==> src/rtl/regfile_pkg.sv <==
// Shared register-file definitions: default sizes, the index-width
// derivation and the hardwired zero-register index. Decode and write-back
// import this package too, so the defaults live here in one place.
package regfile_pkg;

  localparam int DATA_W_DEF   = 32;
  localparam int NUM_REGS_DEF = 32;
  localparam int ZERO_IDX     = 0;

  // Register index width for a power-of-two register count (minimum 1 bit)
  function automatic int addr_w(input int num_regs);
    return (num_regs <= 2) ? 1 : $clog2(num_regs);
  endfunction

endpackage

==> src/rtl/regfile_scoreboard.sv <==
// Write-back scoreboard: one pending bit per register, RAW/WAW hazard
// detection for the issuing instruction, claim/clear priority and a
// registered population count of the pending vector.
// Optional debug readout of one pending bit under REGFILE_DBG_EN.
module regfile_scoreboard
  import regfile_pkg::*;
#(
  parameter int NUM_REGS = NUM_REGS_DEF,
  parameter int ADDR_W   = addr_w(NUM_REGS),
  parameter int ZERO_REG = 1
) (
  input  logic              clk,
  input  logic              rst,
  input  logic              we_eff,
  input  logic [ADDR_W-1:0] waddr,
  input  logic [ADDR_W-1:0] ra1,
  input  logic [ADDR_W-1:0] ra2,
  input  logic              iss_valid,
  input  logic [ADDR_W-1:0] iss_rd,
  input  logic              iss_rd_used,
  input  logic              iss_rs1_used,
  input  logic              iss_rs2_used,
  output logic              iss_ready,
`ifdef REGFILE_DBG_EN
  input  logic [ADDR_W-1:0] dbg_addr,
  output logic              dbg_pend,
`endif
  output logic [ADDR_W:0]   pend_cnt
);

  logic [NUM_REGS-1:0] pending;
  logic [NUM_REGS-1:0] pending_nxt;
  logic                src1_hz;
  logic                src2_hz;
  logic                dst_hz;
  logic                claim;

  function automatic logic [ADDR_W:0] popcount(input logic [NUM_REGS-1:0] v);
    logic [ADDR_W:0] cnt;
    cnt = '0;
    for (int i = 0; i < NUM_REGS; i++) begin
      cnt = cnt + (ADDR_W+1)'(v[i]);
    end
    return cnt;
  endfunction

  // Hazards: a same-cycle write-back to the register resolves its pending bit
  always_comb begin
    src1_hz   = iss_rs1_used & pending[ra1]    & ~(we_eff && (waddr == ra1));
    src2_hz   = iss_rs2_used & pending[ra2]    & ~(we_eff && (waddr == ra2));
    dst_hz    = iss_rd_used  & pending[iss_rd] & ~(we_eff && (waddr == iss_rd));
    iss_ready = ~(src1_hz | src2_hz | dst_hz);
    claim     = iss_valid & iss_ready & iss_rd_used &
                ~((ZERO_REG != 0) && (iss_rd == ADDR_W'(ZERO_IDX)));
  end

  // Next pending vector: clear on write-back, then a claim on the same register wins
  always_comb begin
    pending_nxt = pending;
    if (we_eff) pending_nxt[waddr] = 1'b0;
    if (claim)  pending_nxt[iss_rd] = 1'b1;
  end

  // Pending bits and their count update together so the count is always exact
  always_ff @(posedge clk or negedge rst) begin
    if (!rst) begin
      pending  <= '0;
      pend_cnt <= '0;
    end else begin
      pending  <= pending_nxt;
      pend_cnt <= popcount(pending_nxt);
    end
  end

`ifdef REGFILE_DBG_EN
  // Registered debug view of one pending bit
  always_ff @(posedge clk or negedge rst) begin
    if (!rst) dbg_pend <= 1'b0;
    else      dbg_pend <= pending[dbg_addr];
  end
`endif

endmodule

==> src/rtl/regfile_sb.sv <==
// Register file with write-first bypass on two read ports, one write-back
// port and an integrated scoreboard for issue stalls.
// Build option: define REGFILE_DBG_EN to add the dbg_addr/dbg_data/dbg_pend
// registered debug readout (no bypass on dbg_data).
module regfile_sb
  import regfile_pkg::*;
#(
  parameter int DATA_W   = DATA_W_DEF,
  parameter int NUM_REGS = NUM_REGS_DEF,
  parameter int ADDR_W   = addr_w(NUM_REGS),
  parameter int ZERO_REG = 1
) (
  input  logic              clk,
  input  logic              rst,
  input  logic              we,
  input  logic [ADDR_W-1:0] waddr,
  input  logic [DATA_W-1:0] wdata,
  input  logic [ADDR_W-1:0] ra1,
  input  logic [ADDR_W-1:0] ra2,
  output logic [DATA_W-1:0] rd1,
  output logic [DATA_W-1:0] rd2,
  input  logic              iss_valid,
  input  logic [ADDR_W-1:0] iss_rd,
  input  logic              iss_rd_used,
  input  logic              iss_rs1_used,
  input  logic              iss_rs2_used,
  output logic              iss_ready,
`ifdef REGFILE_DBG_EN
  input  logic [ADDR_W-1:0] dbg_addr,
  output logic [DATA_W-1:0] dbg_data,
  output logic              dbg_pend,
`endif
  output logic [ADDR_W:0]   pend_cnt
);

  logic [DATA_W-1:0] regs [NUM_REGS];
  logic              we_eff;

  // Writes to the hardwired zero register are dropped entirely
  assign we_eff = we & ~((ZERO_REG != 0) && (waddr == ADDR_W'(ZERO_IDX)));

  // Storage array; only written on an effective write-back
  always_ff @(posedge clk or negedge rst) begin
    if (!rst) begin
      for (int i = 0; i < NUM_REGS; i++) regs[i] <= '0;
    end else if (we_eff) begin
      regs[waddr] <= wdata;
    end
  end

  // Read ports: write-first bypass, zero register forced to 0
  always_comb begin
    rd1 = (we_eff && (waddr == ra1)) ? wdata : regs[ra1];
    rd2 = (we_eff && (waddr == ra2)) ? wdata : regs[ra2];
    if ((ZERO_REG != 0) && (ra1 == ADDR_W'(ZERO_IDX))) rd1 = '0;
    if ((ZERO_REG != 0) && (ra2 == ADDR_W'(ZERO_IDX))) rd2 = '0;
  end

  regfile_scoreboard #(
    .NUM_REGS (NUM_REGS),
    .ADDR_W   (ADDR_W),
    .ZERO_REG (ZERO_REG)
  ) u_sb (
    .clk          (clk),
    .rst          (rst),
    .we_eff       (we_eff),
    .waddr        (waddr),
    .ra1          (ra1),
    .ra2          (ra2),
    .iss_valid    (iss_valid),
    .iss_rd       (iss_rd),
    .iss_rd_used  (iss_rd_used),
    .iss_rs1_used (iss_rs1_used),
    .iss_rs2_used (iss_rs2_used),
    .iss_ready    (iss_ready),
`ifdef REGFILE_DBG_EN
    .dbg_addr     (dbg_addr),
    .dbg_pend     (dbg_pend),
`endif
    .pend_cnt     (pend_cnt)
  );

`ifdef REGFILE_DBG_EN
  // Registered debug view of the stored value (bypass deliberately not applied)
  always_ff @(posedge clk or negedge rst) begin
    if (!rst) dbg_data <= '0;
    else      dbg_data <= regs[dbg_addr];
  end
`endif

endmodule

==> config.mk <==
export PLATFORM = sky130hd
export DESIGN_NAME = regfile_sb
export DESIGN_NICKNAME = d
export VERILOG_FILES = /design/src/rtl/regfile_pkg.sv /design/src/rtl/regfile_scoreboard.sv /design/src/rtl/regfile_sb.sv
export SDC_FILE = /design/constraint.sdc
export NUM_CORES = 2
export LEC_CHECK = 0
export BUFFER_PORTS_ARGS = -buffer_cell sky130_fd_sc_hd__buf_2
export CORE_ASPECT_RATIO = 0.8
export CORE_MARGIN = 10
export CORE_UTILIZATION = 60
export CTS_CLUSTER_SIZE = 14
export DETAILED_ROUTE_END_ITERATION = 7
export GPL_TIMING_DRIVEN = 0
export PLACE_DENSITY = 0.82
export SETUP_SLACK_MARGIN = 0.2
export SLEW_MARGIN = 20
export SYNTH_ARGS = -nofsm -noshare
export SYNTH_HDL_FRONTEND = slang
export SYNTH_SLANG_ARGS = --single-unit
export TNS_END_PERCENT = 1
==> constraint.sdc <==
create_clock -name clk -period 7.1 [get_ports clk]
set_input_delay 1.42 -clock clk [delete_from_list [all_inputs] [get_ports clk]]
set_output_delay 1.42 -clock clk [all_outputs]
set_load 0.02 [all_outputs]
# ---- Yosys cells after proc, flatten, opt, wreduce, memory -nomap -nowiden
# Cells that the tools add are included.
dict set report word_totals {
  regBits 1062
  out_inout_bits 71
  input_bits 59
  wordCells 137
}
dict set report op_classes {
  n_mux 25
  eq_ne 3
  n_lt_le_gt_ge 10
  n_reduce_logical 10
  n_addsub 31
  bitwise 24
}
# operator n
set op_table {}
lappend op_table {{1024-bit bitwise mux} 1}
lappend op_table {{32-bit two-way mux} 11}
lappend op_table {{32-bit binary-select mux with 5-bit select} 2}
lappend op_table {{6-bit by 1-bit adder with 6-bit output} 30}
lappend op_table {{32-bit demux with 5-bit select} 1}
lappend op_table {{32-bit bitwise AND} 1}
lappend op_table {{32-bit inverter} 1}
lappend op_table {{32-bit bitwise OR} 1}
lappend op_table {{5-bit by 6-bit less-than comparator with 1-bit output, second input constant} 4}
lappend op_table {{5-bit zero test} 4}
lappend op_table {{6-bit >= comparator, second input constant} 3}
lappend op_table {{5-bit inverter with 6-bit output} 3}
lappend op_table {{1-bit binary-select mux with 5-bit select} 3}
lappend op_table {{5-bit equality test} 3}
lappend op_table {{1-bit bitwise AND} 10}
lappend op_table {{1-bit demux with 5-bit select} 2}
lappend op_table {{5-bit by 1-bit >= comparator with 1-bit output, second input constant} 2}
lappend op_table {{1-bit logical AND} 6}
lappend op_table {{6-bit by 1-bit less-than comparator with 1-bit output, second input constant} 1}
lappend op_table {{1-bit inverter} 6}
lappend op_table {{1-bit two-way mux} 5}
lappend op_table {{1-bit by 1-bit adder with 2-bit output} 1}
lappend op_table {{1-bit bitwise OR} 2}

# ---- Logic depth before layout (Yosys ltp)
dict set report depth {
  ltp_word 44
  depth_mapped 27
  ltp_nobuf 23
}

# ---- Modules after synthesis
# From an unflattened synthesis, not the netlist that was laid out.
dict set report hier_totals {
  hier_cells 4341
  area_unflattened_um2 59639.7
}
# mod instances area_per_inst_um2 cells_per_inst seq_area_each_um2
set modules_own_cells {}
lappend modules_own_cells {regfile_sb 1 56011.2 3993 25624.6}
lappend modules_own_cells {regfile_scoreboard 1 3628.5 348 950.9}

# ---- Worst setup path after synthesis
# Ideal clock, no wire load.
dict set report synth_timing {
  path_kind {input port to flip-flop}
  from {in waddr[0]}
  to {reg u_sb.pend_cnt[4]}
  n_path_buf 2
  required_time_ns 7.020
  setup_ns 0.080
  stages 24
  t_arrival_ns 7.653
  setup_slack_ns -0.633
  cell_sequence {buf_2 -> or2_1 -> o41ai_2 -> nor4_2 -> or4_1 -> o2bb2ai_1 -> clkbuf_1 -> o21ai_1 -> ha_1 -> fa_1 -> inv_1 -> fa_1 -> inv_1 -> fa_1 -> fa_1 -> fa_1 -> fa_1 -> inv_1 -> fa_1 -> inv_1 -> fa_1 -> a21o_1 -> a21oi_1 -> xnor2_1}
}
dict set report synth_between {
  elab_chain_cells 44
  elab_cells_between_ends 62
  cone_classes {add/sub: 31; order compare: 2; eq/ne: 3; mux: 4; bitwise: 17; reduce/logical: 5}
}
# element line_no
set synth_lines {}
lappend synth_lines {{from (decl)} regfile_sb.sv:16} ;# input logic [ADDR_W-1:0] waddr,
lappend synth_lines {{branches (longest 12 deep; another with 5-bit by 6-bit less-than comparator with 1-bit output)} n/a}
lappend synth_lines {{32-bit two-way mux (*)} regfile_scoreboard.sv:61} ;# if (claim) pending_nxt[iss_rd] = 1'b1;
lappend synth_lines {{net u_sb.pending_nxt[1]} regfile_scoreboard.sv:32} ;# logic [NUM_REGS-1:0] pending_nxt;
lappend synth_lines {{1-bit by 1-bit adder with 2-bit output (*)} regfile_scoreboard.sv:42} ;# cnt = cnt + (ADDR_W+1)'(v[i]);
lappend synth_lines {{6-bit by 1-bit adder with 6-bit output (*) (30 in a row)} regfile_scoreboard.sv:42}
lappend synth_lines {{to (signal assigned)} regfile_scoreboard.sv:71} ;# pend_cnt <= popcount(pending_nxt);
lappend synth_lines {{to (decl)} regfile_scoreboard.sv:28} ;# output logic [ADDR_W:0] pend_cnt
# Mark *: on every way through the listed nets, which the timed path passes.
# A chain may end at the register's enable or synchronous reset.

# ---- Worst setup path after layout
dict set report layout_timing {
  from {in waddr[4]}
  to {reg u_sb.pend_cnt[4]}
}
dict set report layout_between {
  elab_chain_cells 44
  elab_cells_between_ends 62
  cone_classes {add/sub: 31; order compare: 2; eq/ne: 3; mux: 4; bitwise: 17; reduce/logical: 5}
}
# element line_no
set layout_lines {}
lappend layout_lines {{branches (longest 12 deep; another with 5-bit by 6-bit less-than comparator with 1-bit output)} n/a}
lappend layout_lines {{32-bit two-way mux (*)} regfile_scoreboard.sv:61}
lappend layout_lines {{1-bit by 1-bit adder with 2-bit output} regfile_scoreboard.sv:42}
lappend layout_lines {{6-bit by 1-bit adder with 6-bit output (29 in a row)} regfile_scoreboard.sv:42}
lappend layout_lines {{6-bit by 1-bit adder with 6-bit output (*)} regfile_scoreboard.sv:42}
# Mark *: on every way between the ends.

==> impl_metrics.prom <==
# TYPE chip_impl_metric gauge
chip_impl_info{name="regToRegStartpoint",value="u_sb.pending[29]"} 1
chip_impl_metric{name="totalWireLength",unit="microns"} 228000
chip_impl_metric{name="grt_util_all_layers",unit=""} 0.411
chip_impl_metric{name="setup_tns",unit="ns"} -0.0482
chip_impl_metric{name="final_layout_size_suffix_gt1_frac",unit=""} 0.556
chip_impl_metric{name="place_inst",unit=""} 5197
chip_impl_info{name="timing.critical_path.cells",value="buf_2, buf_2, nand3b_1, nor2_1, clkbuf_2, o22a_1, fa_1, fa_1, inv_1, fa_1, fa_1, fa_1, inv_2, fa_2, inv_2, fa_2, a21o_1, a21oi_2, xnor2_1"} 1
chip_impl_metric{name="ys_warn_count",unit=""} 0
chip_impl_metric{name="maximum_root_to_sink_buffer_count",unit=""} 3
chip_impl_metric{name="worst-r2r-cell-count",unit=""} 22
chip_impl_metric{name="post_layout_minimum_cycle_time",unit="ns"} 7.15
chip_impl_metric{name="tightest_slew",unit="ns"} 1.41
chip_impl_metric{name="global_route.overflow_total",unit=""} 0
chip_impl_metric{name="drv.max_cap_violation_count",unit=""} 0
chip_impl_metric{name="synth_top_area_frac",unit=""} 0.457
chip_impl_metric{name="cts_htree_levels",unit=""} 3
chip_impl_metric{name="detailedRoute.firstIterationViolations",unit=""} 7539
chip_impl_metric{name="syn-num-nets",unit=""} 3846
chip_impl_info{name="synth-main-ff-cell",value="sky130_fd_sc_hd__dfrtp_1"} 1
chip_impl_metric{name="num_vias",unit=""} 42408
chip_impl_info{name="crit_top_cell",value="sky130_fd_sc_hd__fa_1"} 1
chip_impl_metric{name="fin_worst_hold_slack",unit="ns"} 0.475
chip_impl_metric{name="area.growth.synth_to_final",unit="%"} 12.8
chip_impl_info{name="yosys.area.top_type",value="sky130_fd_sc_hd__dfrtp_1"} 1
chip_impl_metric{name="drt_drc_violations_left",unit=""} 0
chip_impl_metric{name="finalWeightedCongestion",unit=""} 1.03
chip_impl_metric{name="fillerInstances",unit=""} 6461
chip_impl_metric{name="vdd.ir_drop.worst",unit="mV"} 0.289
chip_impl_metric{name="grt_antenna_before_repair",unit=""} 14
chip_impl_metric{name="yosys_register_bits",unit=""} 1062
chip_impl_metric{name="tritoncts.num_buffers",unit=""} 105
chip_impl_metric{name="core-area",unit="sq mm"} 0.0965
chip_impl_metric{name="num_io_pins",unit=""} 130
chip_impl_metric{name="worstPathRequired",unit="ns"} 7.74
chip_impl_info{name="violated_checks",value="negative setup slack"} 1
chip_impl_metric{name="timing_hold_violations_final",unit=""} 0
chip_impl_metric{name="clk_pin_slew_worst_paths",unit="ns"} 0.06
chip_impl_metric{name="report.final.slew_viol_count",unit=""} 0
chip_impl_metric{name="fin_skew",unit="ns"} 0.0270
chip_impl_metric{name="synth-edff-count",unit=""} 0
chip_impl_metric{name="tritoncts_num_sinks",unit=""} 1062
chip_impl_metric{name="grt_pass1_vias",unit=""} 42271
chip_impl_metric{name="detail_route.first_pass.iterations",unit=""} 8
chip_impl_metric{name="pwr_per_cell_area",unit="mW/mm^2"} 294
chip_impl_metric{name="worst-r2r-setup-slack",unit="ns"} 0.46
chip_impl_info{name="clock_tree.root_cell",value="sky130_fd_sc_hd__clkbuf_16"} 1
chip_impl_info{name="worstSetupPathType",value="input port to flip-flop"} 1
chip_impl_info{name="cts_tree",value="done"} 1
chip_impl_metric{name="cp.arrival",unit="ns"} 7.79
chip_impl_metric{name="maximum_number_of_pins_on_one_net_before_global_route_repair",unit=""} 138
chip_impl_info{name="outcome",value="finished with violations"} 1
chip_impl_metric{name="max_stage_delay",unit="ns"} 0.86
chip_impl_metric{name="final_critical_path_setup_slack",unit="ns"} -0.0482
chip_impl_info{name="cp-endpoint",value="u_sb.pend_cnt[4]"} 1
chip_impl_info{name="worst_setup_startpoint",value="waddr[4]"} 1
chip_impl_info{name="worst_path_max_delay_cell",value="sky130_fd_sc_hd__nor2_1"} 1
chip_impl_metric{name="dpl.hpwl",unit="microns"} 148000
chip_impl_metric{name="num-nets-final",unit=""} 4129
chip_impl_info{name="worst_r2r_endpoint",value="u_sb.pend_cnt[4]"} 1
chip_impl_metric{name="placement.io_buffers",unit=""} 117
chip_impl_metric{name="route.antenna.remaining_nets",unit=""} 0
chip_impl_metric{name="finish.cell_count_without_fillers",unit=""} 5439
chip_impl_metric{name="synth_async_sr_flop_share",unit=""} 1.00
chip_impl_info{name="synth_top_cells_by_area",value="sky130_fd_sc_hd__dfrtp_1 (46%), sky130_fd_sc_hd__mux4_2 (24%), sky130_fd_sc_hd__mux2_2 (20%), sky130_fd_sc_hd__clkbuf_1 (1.7%), sky130_fd_sc_hd__mux2i_1 (1.4%)"} 1
chip_impl_metric{name="grt_pass1_wl",unit="microns"} 316000
chip_impl_info{name="critical_path.startpoint_type",value="input port"} 1
chip_impl_metric{name="die_width",unit="microns"} 368
chip_impl_metric{name="routed_via_density",unit=""} 7.80
chip_impl_metric{name="post-route-util",unit=""} 0.680
chip_impl_metric{name="worst_slew_margin_rel",unit=""} 0.0598
chip_impl_metric{name="synth.distinct_cells",unit=""} 56
chip_impl_metric{name="fmaxAchievable",unit="GHz"} 0.140
chip_impl_metric{name="finalSetupViolations",unit=""} 1
chip_impl_metric{name="final_critical_path_share_of_the_clock_period",unit=""} 1.01
chip_impl_metric{name="insertion_delay",unit="ns"} 0.74
chip_impl_metric{name="start_util",unit=""} 0.602
chip_impl_metric{name="synthesis.instances",unit=""} 3755
chip_impl_info{name="min_path_type",value="flip-flop to flip-flop"} 1
chip_impl_metric{name="crit_fanout",unit=""} 10
chip_impl_metric{name="die_area",unit="sq mm"} 0.110
chip_impl_metric{name="rows",unit=""} 102
chip_impl_info{name="grt_setup_unrepaired",value="true"} 1
chip_impl_metric{name="hold_buffers",unit=""} 0
chip_impl_metric{name="wl_per_cell",unit="microns"} 42.0
chip_impl_metric{name="synth_sequential_area_ratio",unit=""} 0.457
chip_impl_metric{name="avgSynthCellArea",unit="sq um"} 15.5
chip_impl_metric{name="die-height",unit="microns"} 298
chip_impl_metric{name="syn_area",unit="sq mm"} 0.0581
chip_impl_metric{name="power.static_leakage",unit="uW"} 0.0286
chip_impl_info{name="worstSetupEndpointType",value="flip-flop"} 1
synthesized netlist by cell type (2+ instances only):
| library cell | n |
|---|---|
| sky130_fd_sc_hd__or2_2 | 5 |
| sky130_fd_sc_hd__inv_1 | 36 |
| sky130_fd_sc_hd__o21a_1 | 10 |
| sky130_fd_sc_hd__a22o_1 | 2 |
| sky130_fd_sc_hd__or4_1 | 3 |
| sky130_fd_sc_hd__mux4_2 | 632 |
| sky130_fd_sc_hd__xor2_1 | 8 |
| sky130_fd_sc_hd__xnor2_1 | 10 |
| sky130_fd_sc_hd__buf_4 | 18 |
| sky130_fd_sc_hd__buf_2 | 69 |
| sky130_fd_sc_hd__o22a_1 | 5 |
| sky130_fd_sc_hd__nor3b_1 | 8 |
| sky130_fd_sc_hd__o211ai_1 | 3 |
| sky130_fd_sc_hd__nand2_1 | 107 |
| sky130_fd_sc_hd__o22ai_1 | 12 |
| sky130_fd_sc_hd__mux2i_1 | 84 |
| sky130_fd_sc_hd__nor2b_1 | 15 |
| sky130_fd_sc_hd__clkbuf_1 | 264 |
| sky130_fd_sc_hd__a211oi_1 | 10 |
| sky130_fd_sc_hd__o21ai_0 | 9 |
| sky130_fd_sc_hd__and3b_1 | 2 |
| sky130_fd_sc_hd__a211o_1 | 9 |
| sky130_fd_sc_hd__mux2_2 | 1019 |
| sky130_fd_sc_hd__a21o_1 | 3 |
| sky130_fd_sc_hd__a21oi_1 | 10 |
| sky130_fd_sc_hd__fa_1 | 24 |
| sky130_fd_sc_hd__dfrtp_1 | 1062 |
| sky130_fd_sc_hd__o21ai_1 | 75 |
| sky130_fd_sc_hd__nor2_1 | 53 |
| sky130_fd_sc_hd__buf_1 | 76 |
| sky130_fd_sc_hd__and3_1 | 13 |
| sky130_fd_sc_hd__nand3_1 | 36 |
| sky130_fd_sc_hd__a22oi_1 | 10 |
| sky130_fd_sc_hd__nor3_1 | 15 |
| sky130_fd_sc_hd__nand2b_1 | 6 |
| sky130_fd_sc_hd__buf_6 | 3 |
| sky130_fd_sc_hd__a221oi_1 | 3 |
| sky130_fd_sc_hd__ha_1 | 8 |
state kept, by name (all words and copies together) (netlist names):
name and count:
regs 1024, u_sb.pending 32, u_sb.pend_cnt 6
layer usage:
layer	part of all wire	GRT usage	vias to the layer above
li1	-	-	15056
met1	0.33	0.494	21884
met2	0.40	0.539	4222
met3	0.19	0.259	1226
met4	0.086	0.271	20
met5	0.0030	0.0201	-
layout by cell type (no fill, tap or decap), drive strengths merged, types with 4 or more instances in the layout:
cell / Yosys / layout
a211o: 9 / 9
mux2i: 84 / 84
clkinvlp: 0 / 4
o21ai: 84 / 84
fa: 24 / 24
nor2b: 15 / 15
bufinv: 0 / 8
a211oi: 10 / 10
o22a: 5 / 5
o22ai: 12 / 12
clkinv: 0 / 30
nor3b: 8 / 8
inv: 36 / 42
nor2: 54 / 54
mux2: 1019 / 1019
dfrtp: 1062 / 1062
xor2: 8 / 8
buf: 166 / 334
nand2b: 6 / 6
or2: 6 / 6
clkbuf: 265 / 416
ha: 8 / 8
a21oi: 10 / 10
nor3: 15 / 15
diode: 0 / 15
nand3: 36 / 36
mux4: 632 / 632
a22oi: 10 / 10
xnor2: 10 / 10
o21a: 10 / 10
nand2: 107 / 107
and3: 13 / 13
how the worst min path moves through the flow:
stage | startpoint | endpoint | cells after the start
after floorplan | regs[1000] | regs[1000] | 1
after global placement | regs[1000] | regs[1000] | 1
after detailed placement | regs[994] | regs[994] | 1
after CTS | regs[1013] | regs[1013] | 1
after global routing | regs[1013] | regs[1013] | 1
final | regs[1011] | regs[1011] | 1
layout make-up:
type	instances	area, sq um	share of cell area
Antenna cell	15	37.5	0.000572
Buffer	431	2220	0.0339
Clock buffer	145	3000	0.0457
Clock inverter	48	499	0.00761
Inverter	36	135	0.00206
Multi-Input combinational cell	2226	30000	0.457
Sequential cell	1062	26600	0.405
Tap cell	1300	1630	0.0248
Timing Repair Buffer	176	1500	0.0228
through the flow:
| stage | power [uW] | setup slack, ns | instance area (sq um) |
|---|---|---|---|
| floorplan | 11600 | -0.509 | 58200 |
| global placement | 12900 | -18.54 | 60400 |
| detailed placement | 13200 | -1.78 | 61100 |
| CTS | 19000 | 0.176 | 65400 |
| global route | 19900 | -0.0171 | 65500 |
| finish | 19300 | -0.0482 | 65600 |
worst max-delay path: cells and delay by family:
kind / cells / cell delay, ns
AOI/OAI and AO/OA: 3 / 0.59
xor gates and xnor gates: 1 / 0.12
adders and majority gates: 7 / 3.00
buffers and inverters: 6 / 1.38
and+or+nand+nor: 2 / 1.25
timing repair:
item | CTS | global route
setup buffers | 27 | 1
pin swaps | 37 | 8
endpoints found under the setup margin | 6 | 5
endpoints found under the hold margin | 0 | 0
gates cloned | 2 | 0
gates resized for setup | 150 | 16
where the power goes:
part	leakage, uW	switching (uW)	internal (uW)
Sequential	0.0136	919	7220
Combinational	0.0132	2470	2850
Clock	0.00174	2580	3250
cell families after synthesis:
kind of cell	share of synthesized area
AOI/OAI and AO/OA	0.0182
xor gates and xnor gates	0.00271
adders and majority gates	0.00999
buffers and inverters	0.0332
DFF	0.457
muxes	0.457
and+or+nand+nor	0.0219
Power figures use the tool's default switching activity.
